$ cat src/rtl/pdp8l_xbr_arbiter.sv
// pdp8l_xbr_arbiter
// Owns the external 32Kx12 block RAM bus. The CPU memory controller has
// absolute priority and passes straight through combinationally. ARM register
// port accesses and DMA accesses are fitted into idle gaps of the CPU memory
// cycle and take turns with each other.
//
//  state   | meaning
//  S_IDLE  | RAM free for the CPU; start a secondary access when the CPU cycle is idle
//  S_GRANT | secondary access owns the RAM for RAMLAT clocks; read data taken on the last one
//  S_DONE  | one clock with the RAM enable low; results already posted to ARM/DMA side
module pdp8l_xbr_arbiter #(
    parameter int          RAMLAT  = 2,
    parameter logic [11:0] VERSION = 12'd1
) (
    input  logic        CLOCK,
    input  logic        RESET,

    input  logic        cpu_busy,
    input  logic        cpu_enab,
    input  logic        cpu_wena,
    input  logic [14:0] cpu_addr,
    input  logic [11:0] cpu_wdat,
    output logic [11:0] cpu_rdat,

    input  logic        dma_req,
    input  logic        dma_wena,
    input  logic [14:0] dma_addr,
    input  logic [11:0] dma_wdat,
    output logic [11:0] dma_rdat,
    output logic        dma_ack,

    input  logic        armwrite,
    input  logic [1:0]  armwaddr,
    input  logic [1:0]  armraddr,
    input  logic [31:0] armwdata,
    output logic [31:0] armrdata,

    output logic [14:0] xbraddr,
    output logic [11:0] xbrwdat,
    input  logic [11:0] xbrrdat,
    output logic        xbrenab,
    output logic        xbrwena
);

    typedef enum logic [1:0] {
        S_IDLE  = 2'd0,
        S_GRANT = 2'd1,
        S_DONE  = 2'd2
    } state_t;

    // Grant timer is a down-counter loaded with RAMLAT-1; terminal count is zero.
    localparam logic [2:0]  LAT_LOAD = 3'(RAMLAT - 1);
    localparam logic [31:0] IDENT    = {16'h5841, 4'h1, VERSION};

    state_t      state;
    logic [2:0]  grant_cnt;
    logic        grant_arm;     // current grant belongs to the ARM port
    logic        last_arm;      // most recently completed access was ARM

    // Registered secondary-side RAM drive
    logic        g_enab;
    logic        g_wena;
    logic [14:0] g_addr;
    logic [11:0] g_wdat;

    // Queued ARM access
    logic        arm_busy;
    logic        arm_ovrrun;
    logic        arm_wr;
    logic [14:0] arm_addr;
    logic [11:0] arm_wdat;

    // Result of the last completed ARM access
    logic        last_wr;
    logic [14:0] last_addr;
    logic [11:0] last_rdat;

    logic [15:0] conflicts;
    logic [7:0]  armcycles;
    logic [7:0]  dmacycles;

    logic        sec_pending;
    logic        pick_arm;
    logic [11:0] grant_rdat;
    logic        unused_armwdata;

    assign sec_pending = arm_busy | dma_req;
    // On a tie the port that was not served last wins; DMA counts as last after reset.
    assign pick_arm    = arm_busy & (~dma_req | ~last_arm);
    // A write reports back the data it stored; a read reports what the RAM returned.
    assign grant_rdat  = g_wena ? g_wdat : xbrrdat;

    assign unused_armwdata = ^{armwdata[30:29], armwdata[13:12]};

    // CPU owns the RAM combinationally whenever it enables it
    assign xbrenab  = cpu_enab | g_enab;
    assign xbrwena  = cpu_enab ? cpu_wena : g_wena;
    assign xbraddr  = cpu_enab ? cpu_addr : g_addr;
    assign xbrwdat  = cpu_enab ? cpu_wdat : g_wdat;
    assign cpu_rdat = xbrrdat;

    // Arbiter state machine, grant timer, result posting and ARM register writes
    always_ff @(posedge CLOCK) begin
        if (RESET) begin
            state      <= S_IDLE;
            grant_cnt  <= 3'd0;
            grant_arm  <= 1'b0;
            last_arm   <= 1'b0;
            g_enab     <= 1'b0;
            g_wena     <= 1'b0;
            g_addr     <= 15'd0;
            g_wdat     <= 12'd0;
            dma_ack    <= 1'b0;
            dma_rdat   <= 12'd0;
            arm_busy   <= 1'b0;
            arm_ovrrun <= 1'b0;
            arm_wr     <= 1'b0;
            arm_addr   <= 15'd0;
            arm_wdat   <= 12'd0;
            last_wr    <= 1'b0;
            last_addr  <= 15'd0;
            last_rdat  <= 12'd0;
            conflicts  <= 16'd0;
            armcycles  <= 8'd0;
            dmacycles  <= 8'd0;
        end else begin
            dma_ack <= 1'b0;

            case (state)
                S_IDLE: begin
                    g_enab <= 1'b0;
                    g_wena <= 1'b0;
                    // cpu_enab also blocks a start: the CPU would only steal it back next clock
                    if (!cpu_busy && !cpu_enab && sec_pending) begin
                        state     <= S_GRANT;
                        grant_cnt <= LAT_LOAD;
                        g_enab    <= 1'b1;
                        grant_arm <= pick_arm;
                        if (pick_arm) begin
                            g_wena <= arm_wr;
                            g_addr <= arm_addr;
                            g_wdat <= arm_wdat;
                        end else begin
                            g_wena <= dma_wena;
                            g_addr <= dma_addr;
                            g_wdat <= dma_wdat;
                        end
                    end
                end

                S_GRANT: begin
                    if (cpu_enab) begin
                        // CPU took the RAM mid-access: abandon it, requester stays pending
                        state  <= S_IDLE;
                        g_enab <= 1'b0;
                        g_wena <= 1'b0;
                        if (conflicts != 16'hFFFF) begin
                            conflicts <= conflicts + 16'd1;
                        end
                    end else if (grant_cnt == 3'd0) begin
                        state  <= S_DONE;
                        g_enab <= 1'b0;
                        g_wena <= 1'b0;
                        if (grant_arm) begin
                            arm_busy  <= 1'b0;
                            last_wr   <= g_wena;
                            last_addr <= g_addr;
                            last_rdat <= grant_rdat;
                            armcycles <= armcycles + 8'd1;
                            last_arm  <= 1'b1;
                        end else begin
                            dma_ack   <= 1'b1;
                            dma_rdat  <= grant_rdat;
                            dmacycles <= dmacycles + 8'd1;
                            last_arm  <= 1'b0;
                        end
                    end else begin
                        grant_cnt <= grant_cnt - 3'd1;
                    end
                end

                S_DONE: begin
                    state <= S_IDLE;
                end

                default: begin
                    state  <= S_IDLE;
                    g_enab <= 1'b0;
                    g_wena <= 1'b0;
                end
            endcase

            // ARM register writes come after the FSM so a counter clear wins over an increment
            if (armwrite) begin
                case (armwaddr)
                    2'd1: begin
                        if (arm_busy) begin
                            arm_ovrrun <= 1'b1;
                        end else begin
                            arm_busy <= 1'b1;
                            arm_wr   <= armwdata[31];
                            arm_addr <= armwdata[28:14];
                            arm_wdat <= armwdata[11:0];
                        end
                    end
                    2'd2: begin
                        conflicts  <= 16'd0;
                        armcycles  <= 8'd0;
                        dmacycles  <= 8'd0;
                        arm_ovrrun <= 1'b0;
                    end
                    default: ;
                endcase
            end
        end
    end

    // ARM register read mux
    always_comb begin
        armrdata = 32'h0000_0000;
        case (armraddr)
            2'd0:    armrdata = IDENT;
            2'd1:    armrdata = {arm_busy, arm_ovrrun, last_wr, last_addr, 2'b00, last_rdat};
            2'd2:    armrdata = {conflicts, armcycles, dmacycles};
            default: armrdata = 32'h0000_0000;
        endcase
    end

endmodule
$ cat config.mk
export PLATFORM = sky130hd
export DESIGN_NAME = pdp8l_xbr_arbiter
export DESIGN_NICKNAME = d
export VERILOG_FILES = /design/src/rtl/pdp8l_xbr_arbiter.sv
export SDC_FILE = /design/constraint.sdc
export NUM_CORES = 1
export LEC_CHECK = 0
export CAP_MARGIN = 5
export CORE_MARGIN = 5
export CORE_UTILIZATION = 30
export DETAILED_ROUTE_END_ITERATION = 7
export GPL_ROUTABILITY_DRIVEN = 0
export SLEW_MARGIN = 25
export SYNTH_ARGS = -nofsm -noshare
export SYNTH_HDL_FRONTEND = slang
export SYNTH_SLANG_ARGS = --single-unit
$ cat constraint.sdc
create_clock -name CLOCK -period 2.7 [get_ports CLOCK]
set_input_delay 0.27 -clock CLOCK [delete_from_list [all_inputs] [get_ports CLOCK]]
set_output_delay 0.27 -clock CLOCK [all_outputs]
set_load 0.005 [all_outputs]
# Word-level counts from Yosys, hierarchy flattened
# Index checks and enable logic that the tools add are counted.
dict set report totals {
  word_cells 118
  regBits 139
  output_inout_bits 86
  in_bits 110
}
dict set report classes {
  n_reduce_logical 19
  bitwise 12
  muxes 50
  add_sub_neg 4
  n_eq_ne 12
}
# op count
set ops {}
lappend ops {{2-to-1 mux 8 bit} 12}
lappend ops {{one-hot mux 32 bit (3 select lines)} 1}
lappend ops {{2-to-1 mux 16 bit} 5}
lappend ops {{2-to-1 mux 12 bit} 3}
lappend ops {{2-to-1 mux 15 bit} 2}
lappend ops {{adder 16 x 1 -> 16 bit (second input constant)} 1}
lappend ops {{adder 8 x 1 -> 8 bit (second input constant)} 2}
lappend ops {{2-to-1 mux 1 bit} 16}
lappend ops {{inequality test 16 bit (second input constant)} 1}
lappend ops {{AND reduction 4 bit} 3}
lappend ops {{2-to-1 mux 3 bit} 3}
lappend ops {{AND reduction 3 bit} 3}
lappend ops {{inequality test 2 bit (second input constant)} 4}
lappend ops {{inverter 1 bit} 8}
lappend ops {{== test 2 x 1 -> 1 bit (second input constant)} 3}
lappend ops {{== test 2 bit (second input constant)} 3}
lappend ops {{2-to-1 mux 2 bit} 3}
lappend ops {{one-hot mux 1 bit (3 select lines)} 2}
lappend ops {{one-hot mux 3 bit (2 select lines)} 1}
lappend ops {{AND reduction 2 bit} 3}
lappend ops {{logical NOT 2 bit} 2}
lappend ops {{one-hot mux 2 bit (2 select lines)} 1}
lappend ops {{nonzero test 2 bit} 2}
lappend ops {{OR reduction 4 bit} 1}
lappend ops {{8 further kinds} 12}

# Longest topological paths before layout
dict set report depth {
  word_depth 7
  depth_mapped 9
  ltp_nobuf 7
}

# Least setup slack after synthesis
# OpenSTA, ideal clock, no wires.
dict set report synth_timing {
  path_kind {register to register}
  startpoint {register grant_cnt[0]}
  endpoint {register g_wena}
  stages_incl_launch_ff 9
  period_less_slack_ps 1725
  required_time_ps 2635
  setup_slack_ps 975
  arrival_time_ps 1660
  path_buffers 1
  setup_time_ps 65
  cell_sequence {dfxtp_1 > inv_1 > ha_1 > ha_1 > or4b_1 > buf_2 > o21ai_0 > a22oi_1 > nor2_1}
}
dict set report synth_between {
  elab_chain_len 3
}
# element line
set synth_rtl {}
lappend synth_rtl {{from (decl)} 56} ;# logic [2:0] grant_cnt;
lappend synth_rtl {{from (signal assigned)} 178} ;# grant_cnt <= grant_cnt - 3'd1;
lappend synth_rtl {{logical NOT 3 bit} 160} ;# end else if (grant_cnt == 3'd0) begin
lappend synth_rtl {{inequality test 3 bit (no source line)} --}
lappend synth_rtl {{AND reduction 2 bit (no source line)} --}
lappend synth_rtl {{to (signal assigned)} 140} ;# g_wena <= arm_wr;
lappend synth_rtl {{to (signal assigned)} 144} ;# g_wena <= dma_wena;
lappend synth_rtl {{to (decl)} 62} ;# logic g_wena;
# Every way passes these cells.
# A chain may end at the register's enable or synchronous reset.

# Worst setup path in the final report
dict set report layout_timing {
  startpoint {input armraddr[1]}
  endpoint {output armrdata[18]}
}
dict set report layout_between {
  elab_chain_len 2
  elab_cells_between_ends 4
}
# element line
set layout_rtl {}
lappend layout_rtl {{from (decl)} 34} ;# input logic [1:0] armraddr,
lappend layout_rtl {{== test 2 bit (tied with other cells)} 221} ;# case (armraddr)
lappend layout_rtl {{one-hot mux 32 bit (3 select lines) (*)} 221}
lappend layout_rtl {{to (decl)} 36} ;# output logic [31:0] armrdata,
# Every way passes the cells marked *; elsewhere a longest branch is shown, timed or not.

==> results.md <==
- Post-synth net total: 859
- Register area share after synthesis: 0.422
- Final setup vio count: 0
- Initial DRC Count: 277
- Width of the die: 158 microns
- Worst-path clk slew: 0.06 ns
- Leak Pwr: 0.00314 uW
- Vias per std cell: 4.83
- Number of I/O pins: 196
- Initial core utilization: 0.303
- Port buffer count: 191
- Pre-CTS WS: 0.429 ns
- Final clock skew: 0.0116 ns
- Share of the synthesized area in the top cell type: 0.422
- Synth unique cells: 58
- CP Class: primary input to output port
- Largest net degree at the start of global routing: 61
- CP Max Fanout: 13
- Layout overhead on the synthesized area: 41.3%
- Max Root-Sink Buffers: 2
- DRC: 0
- Layout cells sized above 1: 0.124
- Hpwl dp: 15,100 microns
- Post-synth EDFFs: 0
- Syn avg cell area: 8.86 sq um
- Seq cells post-synth: 139
- Final instance area: 9310 sq um
- All-Layer GR Usage: 0.159
- Synth Instances: 744
- Synth Flop Type: dfxtp_1
- Clk_lat worst skew: 0.42 ns
- Initial antenna violation count: 0
- First-pass GRT wire length: 31,000 microns
- Post-route ant nets: 0
- Crit path arrival time: 2.00 ns
- H-Tree Depth: 4
- RSZ-0062 raised after global routing: no
- Max Cap Viol: 0
- Critical path required time: 2.43 ns
- Die area: 25,000 sq um
- TritonCTS clock tree: yes
- Fin crit share: 0.842
- Worst Max-Slew Pin Slew: 0.751 ns
- PD cells: 560 nW/um^2
- Synth warnings: 0
- Area leader, netlist: dfxtp_1
- Final wirelength: 20,000 microns
- Min cycle time layout: 2.27 ns
- Inserted Clock Buffers: 17
- Final WS setup: 0.426 ns
- Hold-fix buffers at CTS: 0
- Max VDD drop: 436 uV
- Final hold slack: 0.388 ns
- Top cells by area, synth: dfxtp_1, nand2_1, mux2i_1
- Post-CTS sizing: 0
- Slew Limit Headroom: 0.499
- FP Rows: 54
- Ys async rst share: 0
- Slew Viols, Final: 0
- DR vias: 5,795
- Core Box Area: 21,800 sq um
- Crit start category: primary input
- Root buffer cell: clkbuf_16
- DR WL/cell: 16.7 microns
- Final TNS setup: 0 ns
- Area of placed instances: 8680 sq um
- Nets: 1,021
- Critical Path End Type: output port
- Clock sink count: 139
- Vias in the first global route: 5,548
- Outcome: complete, no violations
- Cell area after synthesis: 6590 sq um
- DRT Pass-1 Iters: 4
- Die H: 158 microns
- Final hold vios: 0
- Worst Hold Class: primary input to flop
- GRT overflow: 0
- Fmax: 440 MHz
- Ant. Diodes: 0
- # Post-CTS Setup Buffers: 0
-- per-layer routing --
metal	GRT usage	share of wire
met4	0.0544	0.017
met5	0	0
met3	0.0372	0.054
met1	0.218	0.46
met2	0.247	0.46
-- worst max-delay path, stage by stage --
cell	delay, ns
clkdlybuf4s50_1	0.45
buf_4	0.20
nor2b_1	0.15
buf_4	0.21
a22o_1	0.20
clkdlybuf4s50_1	0.52
-- power breakdown --
group	internal [uW]	switching, uW	leakage [uW]
combinational	340	239	0.00171
sequential	2100	44.4	0.00113
clock	1570	922	0.000299
total	4010	1210	0.00314
-- cell type report --
class | count | area [sq um]
Clock inverter | 14 | 191
Sequential cell | 139 | 2780
Clock buffer | 18 | 439
Tap cell | 280 | 350
Timing Repair Buffer | 211 | 2090
Multi-Input combinational cell | 530 | 3430
Inverter | 7 | 26.3
Fill cell | 2243 | 12400
-- per-stage QoR --
stage               cells  total power (uW)  utilization
floorplan             744              2430            -
global placement     1167              2770        0.399
detailed placement   1167              2770        0.399
CTS                  1199              5280        0.428
global route         1199              5410        0.428
finish               1199              5220        0.428
-- cells in the mapped netlist, drive strengths merged, types with 2 or more instances --
library cell / number
a21oi: 69
and2: 4
a31o: 2
mux2i: 40
o21ai: 15
dfxtp: 139
nor3: 7
a31oi: 5
nand3: 12
or2: 2
or4: 4
inv: 7
a22o: 24
nand4: 7
nor4: 5
a22oi: 2
and3b: 2
nand2b: 7
xor2: 3
and4: 2
o21a: 2
nand2: 109
mux2: 29
nor2: 76
xnor2: 7
and3: 3
buf: 49
o41ai: 2
o311ai: 2
or3: 9
nor2b: 7
o211ai: 4
a211oi: 51
clkbuf: 19
ha: 5
-- layout by cell type (no fill, tap or decap), drive strengths merged, types with 15 or more instances in the layout --
cell type      instances
clkdlybuf4s50        189
clkbuf                18
dfxtp                139
mux2                  29
a21oi                 69
nor2                  76
buf                   22
mux2i                 40
a22o                  24
o21ai                 15
a211oi                51
nand2                109
-- kinds of logic after synthesis --
kind of cell | synth area share
adder cells (fa/ha/maj) | 0.00949
flip-flops | 0.422
AO/OA/AOI/OAI | 0.191
XOR/XNOR | 0.0133
buffers and inverters | 0.0604
AND/OR/NAND/NOR | 0.193
multiplexers | 0.110
-- state kept, by name, indices dropped and copies added (netlist names) --
signal	flops
conflicts	16
arm_addr	15
g_addr	15
last_addr	15
arm_wdat	12
dma_rdat	12
g_wdat	12
last_rdat	12
armcycles	8
dmacycles	8
grant_cnt	3
state	2
arm_busy	1
arm_ovrrun	1
arm_wr	1
dma_ack	1
g_enab	1
g_wena	1
grant_arm	1
last_arm	1
last_wr	1
-- final timing paths --
kind,start,to,slack (ns),cells after the start
hold / removal,armwdata[6],arm_wdat[6],0.39,3
setup / recovery,armraddr[1],armrdata[18],0.43,6
setup reg to reg,grant_cnt[0],last_rdat[1],0.72,8
hold reg to reg,arm_wr,arm_wr,0.45,2
No activity file was read; power rests on OpenSTA's default activity.
==> RTL edit (config.mk and constraints unchanged) <==
Encoding of `state_t`: now one-hot (3 bits for 3 states).
--- a/src/rtl/pdp8l_xbr_arbiter.sv
+++ b/src/rtl/pdp8l_xbr_arbiter.sv
@@ -43,8 +43,8 @@
 );
 
-    typedef enum logic [1:0] {
-        S_IDLE  = 2'd0,
-        S_GRANT = 2'd1,
-        S_DONE  = 2'd2
+    typedef enum logic [2:0] {
+        S_IDLE  = 3'b001,
+        S_GRANT = 3'b010,
+        S_DONE  = 3'b100
     } state_t;
 
Check against the original RTL: same outputs for any inputs over 4 cycles, from zero or initial values and one cycle with RESET high; so few cycles prove little.
==> RTL edit against the unedited design <==
Final area fell by 0.99%. Setup slack improved by 0.10 ns. Sequential cell count rose by 1. Fmax rose by 4.6%. Combinational power fell by 5.5%. Total power fell by 0.11%. Routed wire length fell by 5.5%. Area after synthesis fell by 2.7%. Highest routed layer unchanged. Global-route usage fell by 0.43 points. Register-to-register slack improved by 0.02 ns.
==> RTL edit: results (changes against the unedited design) <==
[power]
power_density_nw_per_um2=565  ; +0.89%
leakage_uw=0.00314  ; +0.22%
p_sw_uw=1130  ; -6.2%
p_comb_share_pct=10.5  ; -0.6 points

[drt]
wl_met1_mm=8.93  ; -3.9%
dr_wl_met2_mm=8.84  ; -5.1%
drt_iter0_drc=271  ; -2.2%
post_drt_wl_per_cell_um=15.9  ; -5.0%

[synthesis]
ys_seq_area_share_pct=43.7  ; +1.5 points
synth.distinct_cells=44  ; -24%
synth_nets=853  ; -0.70%
synth.area.top_cells=dfxtp_1 44%, mux2i_1 6.7%, nand2_1 6.6%, a211oi_1 5.7%, a21oi_1 5.1%
synth_common_cells=140 x dfxtp_1, 113 x nand2_1, 83 x nor2_1

[grt]
grt_usage_pct=15.5  ; -0.43 points
grtUsageMet2_pct=24.5  ; -0.19 points
grt_pass1_wl_mm=29.9  ; -3.3%
grt_max_degree=56  ; -8.2%
grt_pass1_vias=5381  ; -3.0%
met1_usage_pct=20.9  ; -0.84 points

[cells_and_area]
layout-drive-gt1-share_pct=10.6  ; -1.8 points
nets=1020  ; -0.098%

[placement]
hpwlAfterDp_mm=14.4  ; -4.2%

[sta]
slew_headroom_pct=46.7  ; -3.2 points
hold_ws_ns=0.267  ; -0.121 ns
fin_skew_ns=0.00728  ; -0.00430 ns

[outcome]
status=complete, no violations

[hold_path]
whs_path_depth=2  ; -1
min_to=state[2]$_SDFFE_PP0P_

[worst_setup_path]
r2r_end=dma_rdat[1]$_SDFFE_PP0P_
r2r_setup_slack_ns=0.74  ; +0.02 ns

[RTL edit: cell types whose count changed in the layout (fill, tap and decap cells not counted), moves of 6 or more]
cell / unedited run / this run
a211oi_1: 41 / 49
a211oi_2: 10 / 0
nor2_1: 75 / 83
or3_1: 9 / 3
xnor2_1: 7 / 14
xor2_1: 3 / 10
[RTL edit: final cells by class]
class	instances	area, um2
Clock buffer	22	484
Clock inverter	10	161
Fill cell	2067	11800
Inverter	11	41.3
Multi-Input combinational cell	522	3300
Sequential cell	140	2800
Tap cell	275	344
Timing Repair Buffer	213	2080
[RTL edit: logic make-up (layout without fill, tap and decap cells)]
group / count (synthesis) / after routing / share of synthesized area, %
xor+xnor: 24 / 24 / 3.28
fa+ha+maj: 5 / 5 / 0.976
buf+inv: 76 / 256 / 5.35
simple gates: 261 / 261 / 18.8
mux: 71 / 71 / 11.6
flops: 140 / 140 / 43.7
compound gates: 161 / 161 / 16.2
[RTL edit: how the worst max path moves through the flow]
| stage | startpoint | endpoint | depth (start not counted) | slack (ns) |
|---|---|---|---|---|
| floorplan | state[2]$_SDFFE_PP0P_ | conflicts[11]$_SDFF_PP0_ | 5 | 0.95 |
| CTS | armraddr[0] | armrdata[18] | 5 | 0.52 |
| detailed placement | armraddr[0] | armrdata[18] | 5 | 0.53 |
| finish | armraddr[0] | armrdata[8] | 5 | 0.53 |
| global placement | armraddr[0] | armrdata[18] | 5 | 0.52 |
| global route | armraddr[0] | armrdata[15] | 6 | 0.44 |
[RTL edit: metrics by stage]
step / worst slack (ns) / instances / utilization (%)
5_1_grt: 0.440 / 1193 / 43.9
6_report: 0.525 / 1193 / 43.9
3_5_place_dp: 0.532 / 1161 / 40.8
3_3_place_gp: 0.524 / 1161 / 40.8
4_1_cts: 0.518 / 1193 / 43.9
2_1_floorplan: 0.948 / 738 / -
